File: src/rtl/pipe_mem_arbiter.sv
// Arbitrates the single-ported RAM between instruction fetch and MEM-stage data
// accesses, sequencing each access through a wait-state FSM with timeout detection.
module pipe_mem_arbiter #(
   parameter int ADDR_W  = 32,
   parameter int DATA_W  = 32,
   parameter int TIMEOUT = 15
) (
   input  logic              CLK,
   input  logic              nRST,
   input  logic              iREN,
   input  logic [ADDR_W-1:0] iaddr,
   input  logic              dREN,
   input  logic              dWEN,
   input  logic [ADDR_W-1:0] daddr,
   input  logic [DATA_W-1:0] dstore,
   input  logic [DATA_W-1:0] ramload,
   input  logic              ram_ready,
   output logic              ihit,
   output logic [DATA_W-1:0] iload,
   output logic              dhit,
   output logic [DATA_W-1:0] dload,
   output logic [ADDR_W-1:0] ramaddr,
   output logic [DATA_W-1:0] ramstore,
   output logic              ramREN,
   output logic              ramWEN,
   output logic              mem_enable,
   output logic              fetch_stall,
   output logic              err
);

   localparam int CNT_W = (TIMEOUT < 2) ? 1 : $clog2(TIMEOUT + 1);
   localparam logic [CNT_W-1:0] CNT_LAST = CNT_W'(TIMEOUT - 1);

   typedef enum logic [1:0] {
      IDLE = 2'b00,
      DACC = 2'b01,
      IACC = 2'b10,
      ERR  = 2'b11
   } state_t;

   state_t           state_q, state_d;
   logic [CNT_W-1:0] cnt_q, cnt_d;
   logic             last_d_q, last_d_d;
   logic             err_q, err_d;
   logic             d_req;

   assign d_req = dREN | dWEN;

   always_ff @(posedge CLK or negedge nRST) begin
      if (!nRST) begin
         state_q  <= IDLE;
         cnt_q    <= '0;
         last_d_q <= 1'b0;
         err_q    <= 1'b0;
      end else begin
         state_q  <= state_d;
         cnt_q    <= cnt_d;
         last_d_q <= last_d_d;
         err_q    <= err_d;
      end
   end

   always_comb begin
      state_d  = state_q;
      cnt_d    = cnt_q;
      last_d_d = last_d_q;
      err_d    = err_q;
      ihit     = 1'b0;
      dhit     = 1'b0;
      ramREN   = 1'b0;
      ramWEN   = 1'b0;
      ramaddr  = '0;
      ramstore = '0;

      case (state_q)
         IDLE: begin
            // Round-robin on contention: the side that did not win last time goes first
            if (d_req && iREN) begin
               state_d = last_d_q ? IACC : DACC;
               cnt_d   = '0;
            end else if (d_req) begin
               state_d = DACC;
               cnt_d   = '0;
            end else if (iREN) begin
               state_d = IACC;
               cnt_d   = '0;
            end
         end

         DACC: begin
            if (!d_req) begin
               state_d = IDLE;
               cnt_d   = '0;
            end else begin
               ramaddr  = daddr;
               ramstore = dstore;
               ramWEN   = dWEN;
               ramREN   = ~dWEN;
               if (ram_ready) begin
                  dhit     = 1'b1;
                  last_d_d = 1'b1;
                  state_d  = IDLE;
                  cnt_d    = '0;
               end else begin
                  cnt_d = cnt_q + 1'b1;
                  if (cnt_q == CNT_LAST) begin
                     state_d = ERR;
                     err_d   = 1'b1;
                  end
               end
            end
         end

         IACC: begin
            if (!iREN) begin
               state_d = IDLE;
               cnt_d   = '0;
            end else begin
               ramaddr = iaddr;
               ramREN  = 1'b1;
               if (ram_ready) begin
                  ihit     = 1'b1;
                  last_d_d = 1'b0;
                  state_d  = IDLE;
                  cnt_d    = '0;
               end else begin
                  cnt_d = cnt_q + 1'b1;
                  if (cnt_q == CNT_LAST) begin
                     state_d = ERR;
                     err_d   = 1'b1;
                  end
               end
            end
         end

         ERR: begin
            err_d = 1'b1;
         end

         default: begin
            state_d = IDLE;
         end
      endcase
   end

   assign iload       = ramload;
   assign dload       = ramload;
   assign mem_enable  = ~d_req | dhit;
   assign fetch_stall = iREN & ~ihit;
   assign err         = err_q;

endmodule

File: config.mk
export PLATFORM = sky130hd
export DESIGN_NAME = pipe_mem_arbiter
export DESIGN_NICKNAME = d
export VERILOG_FILES = /design/src/rtl/pipe_mem_arbiter.sv
export SDC_FILE = /design/constraint.sdc
export NUM_CORES = 1
export LEC_CHECK = 0
export BUFFER_PORTS_ARGS = -buffer_cell sky130_fd_sc_hd__buf_4
export CAP_MARGIN = 20
export CORE_AREA = 4 4 103 105
export CTS_CLUSTER_SIZE = 40
export DETAILED_ROUTE_END_ITERATION = 7
export DIE_AREA = 0 0 107 109
export GPL_TIMING_DRIVEN = 0
export HOLD_SLACK_MARGIN = 0.06
export SETUP_SLACK_MARGIN = 0.1
export SYNTH_ARGS = -nofsm -noshare
export SYNTH_HDL_FRONTEND = slang
export SYNTH_SLANG_ARGS = --single-unit
File: constraint.sdc
create_clock -name CLK -period 2.66 [get_ports CLK]
set_input_delay 0.133 -clock CLK [delete_from_list [all_inputs] [get_ports CLK]]
set_output_delay 0.133 -clock CLK [all_outputs]
set_load 0.005 [all_outputs]
==> reports/qor.txt, run 1 <==
CP max stage delay - 0.42 ns
syn_area_per_cell - 7.685 sq um
Post-Synth Simple-Gate Area - 28.00%
Crit. End Element - primary output
CTS Root Cell - clkbuf_8
Syn Inst Count - 239
Core ar. - 0.009639 sq mm
clock sink total - 8
std cell rows - 36
setup slack at placement - 0.4907 ns
GRT overflow - 0
largest net degree at the start of global routing - 11
#FFs+latches synth - 8
Synth top area share - 26.57%
cts bufs inserted - 3
GP Congestion - 0.7931
Setup Fix Bufs, Post-CTS - 0
Port Buffers - 236
Avg WL per Cell - 14.67 um
Synth Net Count - 381
total track usage - 13.25%
Clock transition at path regs - 0.05 ns
die area - 0.01166 sq mm
initial antenna violation count - 0
Die Ht - 109 um
YS warnings - 0
final hold violation count - 0
ys flop type - dfrtp_1
Multi-input gate area - 0.001052 sq mm
Ports - 269
setup TNS - 0 ns
origin of the critical flop-to-flop path - state_q[0]$_DFFE_PN0P_
htree depth - 1
Area Overhead vs Synth - 108.4%
TritonRoute pass-1 iters - 4
fin crit share - 82.28%
CTS Buffer Depth - 2
first-pass GRT wire length - 12540 um
Worst Hold Launch - ram_ready
crit path launch - state_q[1]$_DFFE_PN0P_
max-cap violation count - 0
die width - 107 um
number of diodes - 0
power per cell area - 508.3 mW/mm^2
vias in the first global route - 2589
min Tclk post-route - 2.189 ns
DPL Wire Length - 7824 um
fin util - 39.71%
worst path cell trace - inv_1 -> ha_1 -> clkbuf_2 -> clkbuf_1 -> nor2b_1 -> buf_4
fillers - 1010
Starting Density - 19.06%
sequential cell area fraction in the yosys report - 10.90%
f_max - 456.9 MHz
worst setup slack after layout - 0.4713 ns
Final nets - 623
Residual DRC - 0
R2R setup slack - 0.86 ns
Synth Area in XOR/XNOR - 0%
synthesized area - 0.001837 sq mm
CTS tree - built
HP Class - primary input to flip-flop
count of pins over their slew limit - 0
WS Path Type - flip-flop to primary output
Adder-Cell Fraction of Synth Area - 5.450%
worst vdd ir - 0.2461 mV
mux share of post-synthesis cell area - 0%
Worst Path Buf+Inv - 4
Slew Limit Headroom - 74.13%
endpoints failing setup - 0
static leakage - 2.054 nW
most common cell after layout, fill and taps aside - buf_4
Worst EP required - 2.53 ns
largest family of logic cells by synthesized area - buffers and inverters
Worst path slowest cell - dfrtp_1
Initial DRC Count - 104
Post-synth EDFFs - 0
worst setup skew after layout - 0.006494 ns
startpoint types - flip-flop
clock latency on the worst-skew pair - 0.23 ns
status - completed
Synth area leaders - buf_4 27%, a22oi_1 13%, and2_1 12%
register area - 200.2 sq um
asr flop ratio synth - 100.0%
routed wire length - 8980 um
vias - 2532
RSZ-0062 raised after global routing - false
vias per cell - 4.137
commonest cells after routing, fill and taps aside - 301 x buf_4, 35 x and2_1, 32 x a22oi_1, 32 x nor2b_1
Worst EP arrival - 2.06 ns
area leader, netlist - buf_4
Top delay family on crit path - buffers and inverters
Unique masters post-synth - 37
layout cell share with drive strength beyond 1 - 67.01%
Synth Area in Compound Gates - 23.84%
slew of the pin with the lowest slew margin - 0.3880 ns
Detail Route Antenna Nets - 0
crit-path max FO - 10
[tightest hold or removal path, delay by kind of cell]
kind | cells | cell delay, ns
AOI/OAI and AO/OA | 1 | 0.12
buffers and inverters | 1 | 0.14
and+or+nand+nor | 1 | 0.06
[what timing repair did]
action | CTS | global route
hold buffers | 1 | 0
setup endpoints to repair | 0 | 1
gates resized for setup | 0 | 2
hold endpoints to repair | 8 | 0
[worst paths after layout]
| kind | end | cells after the start |
|---|---|---|
| min reg2reg | err$_DFFE_PN0P_ | 1 |
| min | last_d_q$_DFFE_PN0P_ | 3 |
| max in group asynchronous | cnt_q[2]$_DFFE_PN0P_ | 2 |
| max reg2reg | state_q[0]$_DFFE_PN0P_ | 7 |
| max | ramaddr[27] | 6 |
| min in group asynchronous | err$_DFFE_PN0P_ | 2 |
[per-layer routing]
layer / global-route usage, % / share of wire (%)
met5: 0 / 0
met4: 1.826 / 0.90
met3: 3.612 / 11
met2: 25.36 / 52
met1: 14.96 / 36
[logic make-up (layout without fill, tap and decap cells)]
family / count (synthesis) / count (layout)
AOI/OAI and AO/OA: 57 / 57
DFF: 8 / 8
and+or+nand+nor: 82 / 82
buffers and inverters: 84 / 324
adders and majority gates: 8 / 8
[cell usage after synthesis (3+ instances only)]
master / number
a21o_1: 3
a21oi_1: 4
a22oi_1: 32
and2_1: 35
buf_2: 8
buf_4: 65
clkbuf_1: 4
dfrtp_1: 8
ha_1: 8
inv_1: 5
nand2_1: 3
nand3_1: 3
nor2b_1: 32
o21ai_1: 3
[final cells by class]
class	instances	share of cell area (%)
Clock buffer	3	1.079
Buffer	79	14.81
Timing Repair Buffer	237	46.55
Sequential cell	8	5.230
Tap cell	133	4.348
Inverter	5	0.4904
Multi-Input combinational cell	147	27.49
[registers in the layout (all words and copies together), names as in the netlist]
register	flops
last_d_q	1
err	1
state_q	2
cnt_q	4
[power by group]
part / leakage (nW) / internal [mW] / switching, mW
logic: 1.93 / 0.904 / 0.705
registers: 0.102 / 0.157 / 0.0307
clock network: 0.0216 / 0.0983 / 0.0498
[metrics by stage]
step                power, mW  hold WS (ns)  instances  cell area (sq um)
floorplan               1.071       -0.1626        239               1837
global placement        1.801      -0.03952        608               3775
detailed placement      1.823      -0.03702        608               3775
CTS                     1.982        0.2578        612               3826
global route            2.123        0.2601        612               3827
finish                  1.946        0.2550        612               3827
No activity file was read; power rests on OpenSTA's default activity.
==> run 2, diff against run 1 <==
==> constraint.sdc (replaced) <==
create_clock -name CLK -period 2.2 [get_ports CLK]
set_input_delay 0.11 -clock CLK [delete_from_list [all_inputs] [get_ports CLK]]
set_output_delay 0.11 -clock CLK [all_outputs]
set_load 0.005 [all_outputs]
==> run 2 against run 1 <==
  * First-iteration DRC count up 32%
  * Register-to-register slack worse by 0.39 ns
  * Clock-buffer cell count unchanged
  * Critical path depth up 2
  * Clock skew up 0.00085 ns
  * Global-route usage about the same
  * Largest cell class unchanged
==> reports/qor.txt, run 2 (same netlist as run 1, synthesis figures left out) <==
count of pins over their slew limit - 0 (unchanged)
fin util - 40.26% (was 39.71%)
slew of the pin with the lowest slew margin - 0.3702 ns (was 0.3880 ns)
min Tclk post-route - 1.990 ns
GRT overflow - 0 (unchanged)
first-pass GRT wire length - 12570 um (was 12540 um)
Initial DRC Count - 137 (was 104)
Slew Limit Headroom - 75.32% (was 74.13%)
worst path cell trace - inv_2 -> ha_2 -> and2_1 -> buf_6 -> buf_4 -> a22oi_1 -> nor2b_1 -> buf_4 (was inv_1 -> ha_1 -> clkbuf_2 -> clkbuf_1 -> nor2b_1 -> buf_4)
DPL Wire Length - 7824 um (unchanged)
Core ar. - 0.009639 sq mm (unchanged)
crit-path max FO - 10 (unchanged)
worst vdd ir - 0.2887 mV (was 0.2461 mV)
Die Ht - 109 um (unchanged)
CTS Buffer Depth - 2 (unchanged)
WS Path Type - flip-flop to primary output (unchanged)
startpoint types - flip-flop (unchanged)
CTS Root Cell - clkbuf_8 (unchanged)
dpl cell area - 0.003775 sq mm (unchanged)
worst setup slack after layout - 0.2099 ns (was 0.4713 ns)
Detail Route Antenna Nets - 0 (unchanged)
setup slack at placement - 0.05369 ns (was 0.4907 ns)
cts bufs inserted - 3 (unchanged)
Non-Filler Instances - 612 (unchanged)
total track usage - 13.30% (was 13.25%)
Clock transition at path regs - 0.05 ns (about the same)
instance count on the critical path - 8 (was 6)
hold slack final - 0.2285 ns (was 0.2550 ns)
registers with the most flip-flops - cnt_q: 4 flops, state_q: 2 flops (unchanged)
Worst path slowest cell - dfrtp_2 (was dfrtp_1)
RSZ-0062 raised after global routing - true (was false)
Starting Density - 19.06% (unchanged)
setup TNS - 0 ns (unchanged)
largest net degree at the start of global routing - 11 (unchanged)
die area - 0.01166 sq mm (unchanged)
TritonRoute pass-1 iters - 4 (unchanged)
clock sink total - 8 (unchanged)
vias per cell - 4.142 (was 4.137)
Biggest register - cnt_q (unchanged)
R2R depth - 7 (unchanged)
Worst EP arrival - 1.88 ns (was 2.06 ns)
die width - 107 um (unchanged)
endpoints failing setup - 0 (unchanged)
Final nets - 623 (unchanged)
Tot Pwr - 2.450 mW (was 1.946 mW)
final hold violation count - 0 (unchanged)
Residual DRC - 0 (unchanged)
hold path depth - 3 (unchanged)
fin crit share - 90.46%
HP Class - primary input to flip-flop (unchanged)
std cell rows - 36 (unchanged)
clock latency on the worst-skew pair - 0.23 ns (about the same)
Port Buffers - 236 (unchanged)
GP Congestion - 0.7931 (unchanged)
status - completed (unchanged)
routed wire length - 9052 um (was 8980 um)
Ports - 269 (unchanged)
static leakage - 2.060 nW (was 2.054 nW)
f_max - 502.5 MHz
max-cap violation count - 0 (unchanged)
Area Overhead vs Synth - 111.3% (was 108.4%)
initial antenna violation count - 0 (unchanged)
vias in the first global route - 2589 (unchanged)
vias - 2535 (was 2532)
power per cell area - 631.2 mW/mm^2 (was 508.3 mW/mm^2)
Worst EP required - 2.09 ns (was 2.53 ns)
CP max stage delay - 0.45 ns (was 0.42 ns)
Avg WL per Cell - 14.79 um (was 14.67 um)
most common cell after layout, fill and taps aside - buf_4 (unchanged)
placed instance count - 608 (unchanged)
CP most frequent cell - buf_4
CTS tree - built (unchanged)
Top delay family on crit path - buffers and inverters (unchanged)
commonest cells after routing, fill and taps aside - 303 x buf_4, 35 x and2_1, 32 x a22oi_1, 32 x nor2b_1, 7 x dfrtp_1 (was 301 x buf_4, 35 x and2_1, 32 x a22oi_1, 32 x nor2b_1)
max reg flops - 4 (unchanged)
htree depth - 1 (unchanged)
number of diodes - 0 (unchanged)
Worst Path Buf+Inv - 4 (unchanged)
fin area - 0.003881 sq mm (was 0.003827 sq mm)
layout cell share with drive strength beyond 1 - 68.68% (was 67.01%)
worst setup skew after layout - 0.007344 ns (was 0.006494 ns)
Setup Fix Bufs, Post-CTS - 0 (unchanged)
Crit. End Element - primary output (unchanged)
## run 2: what timing repair did
| item | in CTS | in global routing |
|---|---|---|
| resized for setup | 6 | 16 |
| hold buffers | 1 | 0 |
| hold endpoints to repair | 8 | 0 |
| setup endpoints to repair | 27 | 28 |
| pin swaps | 0 | 0 |
## run 2: layer usage
layer	global-route usage [%]	up-vias	share of wire, %
li1	-	1230	-
met1	14.99	1144	36
met2	25.49	153	52
met3	3.612	8	11
met4	1.826	0	1.0
met5	0	-	0
## run 2: final cells by class
type	instances	area (sq um)
fill	1007	5758
sequential	8	201.4
buffer	79	585.6
inverter	5	18.77
multi-input combinational	147	1086
timing repair buffer	237	1782
clock buffer	3	41.29
tap	133	166.4
## run 2: path summary, 6_finish.rpt
kind	end	slack, ns	from
min in group asynchronous	err$_DFFE_PN0P_	0.24	nRST
hold / removal	last_d_q$_DFFE_PN0P_	0.23	ram_ready
max in group asynchronous	state_q[0]$_DFFE_PN0P_	1.81	nRST
hold reg to reg	err$_DFFE_PN0P_	0.47	err$_DFFE_PN0P_
setup / recovery	ramaddr[2]	0.21	state_q[0]$_DFFE_PN0P_
setup reg to reg	cnt_q[0]$_DFFE_PN0P_	0.47	state_q[0]$_DFFE_PN0P_
## run 2: worst min-delay path: stages
cell and delay (ns):
buf_4 0.14, nand2_1 0.06, a22o_1 0.12
## run 2: report_power, final
group | leakage [nW] | internal [mW] | switching [mW]
logic | 1.94 | 1.17 | 0.866
registers | 0.100 | 0.192 | 0.0444
clock network | 0.0216 | 0.119 | 0.0619
total | 2.06 | 1.48 | 0.973
==> run 3, diff against run 2 <==
--- a/config.mk
+++ b/config.mk
@@ -5,12 +5,13 @@
 export SDC_FILE = /design/constraint.sdc
 export NUM_CORES = 1
 export LEC_CHECK = 0
+export ABC_AREA = 1
 export BUFFER_PORTS_ARGS = -buffer_cell sky130_fd_sc_hd__buf_4
 export CAP_MARGIN = 20
-export CORE_AREA = 4 4 103 105
+export CORE_AREA = 4 4 101 103
 export CTS_CLUSTER_SIZE = 40
 export DETAILED_ROUTE_END_ITERATION = 7
-export DIE_AREA = 0 0 107 109
+export DIE_AREA = 0 0 105 107
 export GPL_TIMING_DRIVEN = 0
 export HOLD_SLACK_MARGIN = 0.06
 export SETUP_SLACK_MARGIN = 0.1
==> run 3 against run 2 <==
  * Critical path depth shrank 1
  * Cell area up 0.52%
  * Via count increased by 9.5%
  * Routed wire length is 4.3% higher
  * Sequential share of layout area is essentially flat
  * Critical path type unchanged
  * Highest routed layer unchanged
==> reports/qor.txt, run 3 <==
status - completed (unchanged)
Slew Limit Headroom - 83.17% (was 75.32%)
ys flop type - dfrtp_1 (unchanged)
Clock transition at path regs - 0.04 ns (was 0.05 ns)
clock latency on the worst-skew pair - 0.24 ns (was 0.23 ns)
Psw - 1.231 mW (was 0.9727 mW)
registers with the most flip-flops - cnt_q: 4 flops, state_q: 2 flops (unchanged)
register area - 201.4 sq um (unchanged)
Seq pwr share - 9.0% (was 9.6%)
met2 WL - 5278 um (was 4739 um)
setup TNS - 0 ns (unchanged)
Worst Hold Launch - ram_ready (unchanged)
YS warnings - 0 (unchanged)
most common cell after layout, fill and taps aside - buf_4 (unchanged)
Detail Route Antenna Nets - 0 (unchanged)
crit-path max FO - 10 (unchanged)
htree depth - 1 (unchanged)
slew of the pin with the lowest slew margin - 0.2509 ns (was 0.3702 ns)
Initial DRC Count - 107 (was 137)
die width - 105 um (was 107 um)
first-pass GRT wire length - 13540 um (was 12570 um)
total track usage - 14.72% (was 13.30%)
CTS Buffer Depth - 2 (unchanged)
synthesized area - 0.001882 sq mm (was 0.001837 sq mm)
syn_area_per_cell - 5.634 sq um (was 7.685 sq um)
f_max - 497.5 MHz (was 502.5 MHz)
met3 wire length - 615 um (was 986 um)
setup slack at placement - 0.1954 ns (was 0.05369 ns)
max reg flops - 4 (unchanged)
Clock power frac - 7.0% (was 7.4%)
fillers - 973 (was 1007)
vias in the first global route - 2524 (was 2589)
Multi-input gate area - 933.4 sq um (was 0.001086 sq mm)
Ports - 269 (unchanged)
Post-synth EDFFs - 0 (unchanged)
Synth Net Count - 476 (was 381)
commonest cells after routing, fill and taps aside - 309 x buf_4, 85 x nand2_1, 46 x inv_1 (was 303 x buf_4, 35 x and2_1, 32 x a22oi_1, 32 x nor2b_1, 7 x dfrtp_1)
Biggest register - cnt_q (unchanged)
Logic pwr share - 84.0% (was 83.0%)
mux share of post-synthesis cell area - 0% (unchanged)
die area - 0.01124 sq mm (was 0.01166 sq mm)
GP Congestion - 0.7849 (was 0.7931)
metal1 wirelength - 3455 um (was 3234 um)
Core ar. - 0.009196 sq mm (was 0.009639 sq mm)
fin crit share - 91.37% (was 90.46%)
clock sink total - 8 (unchanged)
area leader, netlist - buf_4 (unchanged)
power per cell area - 674.6 mW/mm^2 (was 631.2 mW/mm^2)
largest net degree at the start of global routing - 11 (unchanged)
Final nets - 721 (was 623)
std cell rows - 35 (was 36)
min Tclk post-route - 2.010 ns (was 1.990 ns)
Port Buffers - 236 (unchanged)
most frequent cells after synthesis - 85 x nand2_1, 67 x buf_4, 47 x inv_1, 43 x nor2_1, 37 x a21oi_1 (was 65 x buf_4, 35 x and2_1, 32 x a22oi_1, 32 x nor2b_1)
cts bufs inserted - 3 (unchanged)
Avg WL per Cell - 13.72 um (was 14.79 um)
WS Path Type - flip-flop to primary output (unchanged)
number of diodes - 0 (unchanged)
count of pins over their slew limit - 0 (unchanged)
Crit. End Element - primary output (unchanged)
DPL Wire Length - 8276 um (was 7824 um)
Post-Synth Simple-Gate Area - 31.58% (was 28.00%)
static leakage - 2.297 nW (was 2.060 nW)
Worst EP arrival - 1.90 ns (was 1.88 ns)
Synth area leaders - buf_4 27%, nand2_1 17%, dfrtp_1 11% (was buf_4 27%, a22oi_1 13%, and2_1 12%)
CTS tree - built (unchanged)
TritonRoute pass-1 iters - 4 (unchanged)
Non-Filler Instances - 688 (was 612)
Synth top area share - 26.73% (was 26.57%)
placed instance count - 681 (was 608)
initial antenna violation count - 0 (unchanged)
max-cap violation count - 0 (unchanged)
Synth Area in Compound Gates - 11.30% (was 23.84%)
routed wire length - 9442 um (was 9052 um)
Unique masters post-synth - 21 (was 37)
vias - 2776 (was 2535)
worst setup skew after layout - 0.001911 ns (was 0.007344 ns)
sequential cell area fraction in the yosys report - 10.64% (was 10.90%)
#FFs+latches synth - 8 (unchanged)
largest family of logic cells by synthesized area - buffers and inverters (unchanged)
Sw Ratio - 46.77% (was 39.71%)
Worst EP required - 2.09 ns (about the same)
CTS Root Cell - clkbuf_8 (unchanged)
Die Ht - 107 um (was 109 um)
HP Class - primary input to flip-flop (unchanged)
crit path launch - state_q[0]$_DFFE_PN0P_ (unchanged)
asr flop ratio synth - 100.0% (unchanged)
Adder-Cell Fraction of Synth Area - 5.319% (was 5.450%)
vias per cell - 4.035 (was 4.142)
layout cell share with drive strength beyond 1 - 58.06% (was 68.68%)
Starting Density - 20.46% (was 19.06%)
Tot Pwr - 2.632 mW (was 2.450 mW)
final hold violation count - 0 (unchanged)
GRT overflow - 0 (unchanged)
origin of the critical flop-to-flop path - state_q[1]$_DFFE_PN0P_ (was state_q[0]$_DFFE_PN0P_)
most frequent cell after synthesis - nand2_1 (was buf_4)
Area Overhead vs Synth - 107.3% (was 111.3%)
worst setup slack after layout - 0.1898 ns (was 0.2099 ns)
Int Pwr - 1.401 mW (was 1.477 mW)
Synth Area in XOR/XNOR - 0.4654% (was 0%)
Syn Inst Count - 334 (was 239)
worst vdd ir - 0.5412 mV (was 0.2887 mV)
endpoints failing setup - 0 (unchanged)
startpoint types - flip-flop (unchanged)
Residual DRC - 0 (unchanged)
RSZ-0062 raised after global routing - false (was true)
DR top layer - met4 (unchanged)
==> run 3: cell count changes after synthesis, sizes merged, moves of 33 or more <==
cell | previous run | this run
nand2 | 3 | 90
inv | 5 | 49
nor2 | 1 | 43
and2 | 35 | 0
a21oi | 4 | 37
==> run 3: area by class of cell <==
class | count | area share [%]
timing repair buffer | 240 | 46.25
multi-input combinational | 198 | 23.93
buffer | 77 | 14.91
sequential | 8 | 5.164
inverter | 51 | 5.131
tap | 111 | 3.560
clock buffer | 3 | 1.058
==> run 3: critical path, stage by stage (launching register included) <==
cell,delay (ns)
dfrtp_1,0.39
inv_1,0.11
ha_1,0.29
clkbuf_4,0.19
clkinvlp_4,0.16
buf_4,0.20
a21oi_1,0.17
buf_4,0.14
==> run 3: path summary, 6_finish.rpt <==
| check | to | slack [ns] | depth (start not counted) |
|---|---|---|---|
| max | ramaddr[30] | 0.19 | 7 |
| min | state_q[1]$_DFFE_PN0P_ | 0.20 | 4 |
| max reg2reg | cnt_q[3]$_DFFE_PN0P_ | 0.71 | 8 |
| min reg2reg | err$_DFFE_PN0P_ | 0.49 | 1 |
| max in group asynchronous | state_q[1]$_DFFE_PN0P_ | 1.84 | 2 |
| min in group asynchronous | cnt_q[0]$_DFFE_PN0P_ | 0.22 | 2 |
==> run 3: cell families (layout without fill, tap and decap cells) <==
logic type	Yosys count	in the layout
flip-flops	8	8
buffers and inverters	128	371
adder cells (fa/ha/maj)	8	8
AO/OA/AOI/OAI	42	42
XOR/XNOR	1	1
AND/OR/NAND/NOR	147	147
==> run 3: timing repair <==
action	4_1_cts	5_1_grt
setup endpoints to repair	20	30
buffers inserted	0	3
hold buffers	1	0
resized for setup	2	14
hold endpoints to repair	8	0
==> run 3: per-layer routing <==
layer,GRT usage [%],vias to the layer above
met3,3.010,10
met4,2.530,0
met2,27.45,112
met5,0,-
met1,17.53,1230
li1,-,1424
==> run 3: per-stage QoR <==
stage          hold WS, ns  cell area (sq um)  util, %
6_report            0.2033               3901    42.42
2_1_floorplan      -0.1856               1882        -
4_1_cts             0.1589               3846    41.82
5_1_grt             0.2395               3901    42.42
3_3_place_gp      -0.06197               3792    41.24
3_5_place_dp      -0.06534               3792    41.24
==> run 3: power groups by stage <==
stage / clock network [mW] / registers [mW] / logic [mW]
2_1_floorplan: 0 / 0.229 / 1.06
3_3_place_gp: 0 / 0.238 / 2.06
3_5_place_dp: 0 / 0.237 / 2.08
4_1_cts: 0.189 / 0.236 / 2.09
5_1_grt: 0.196 / 0.244 / 2.43
6_report: 0.184 / 0.236 / 2.21
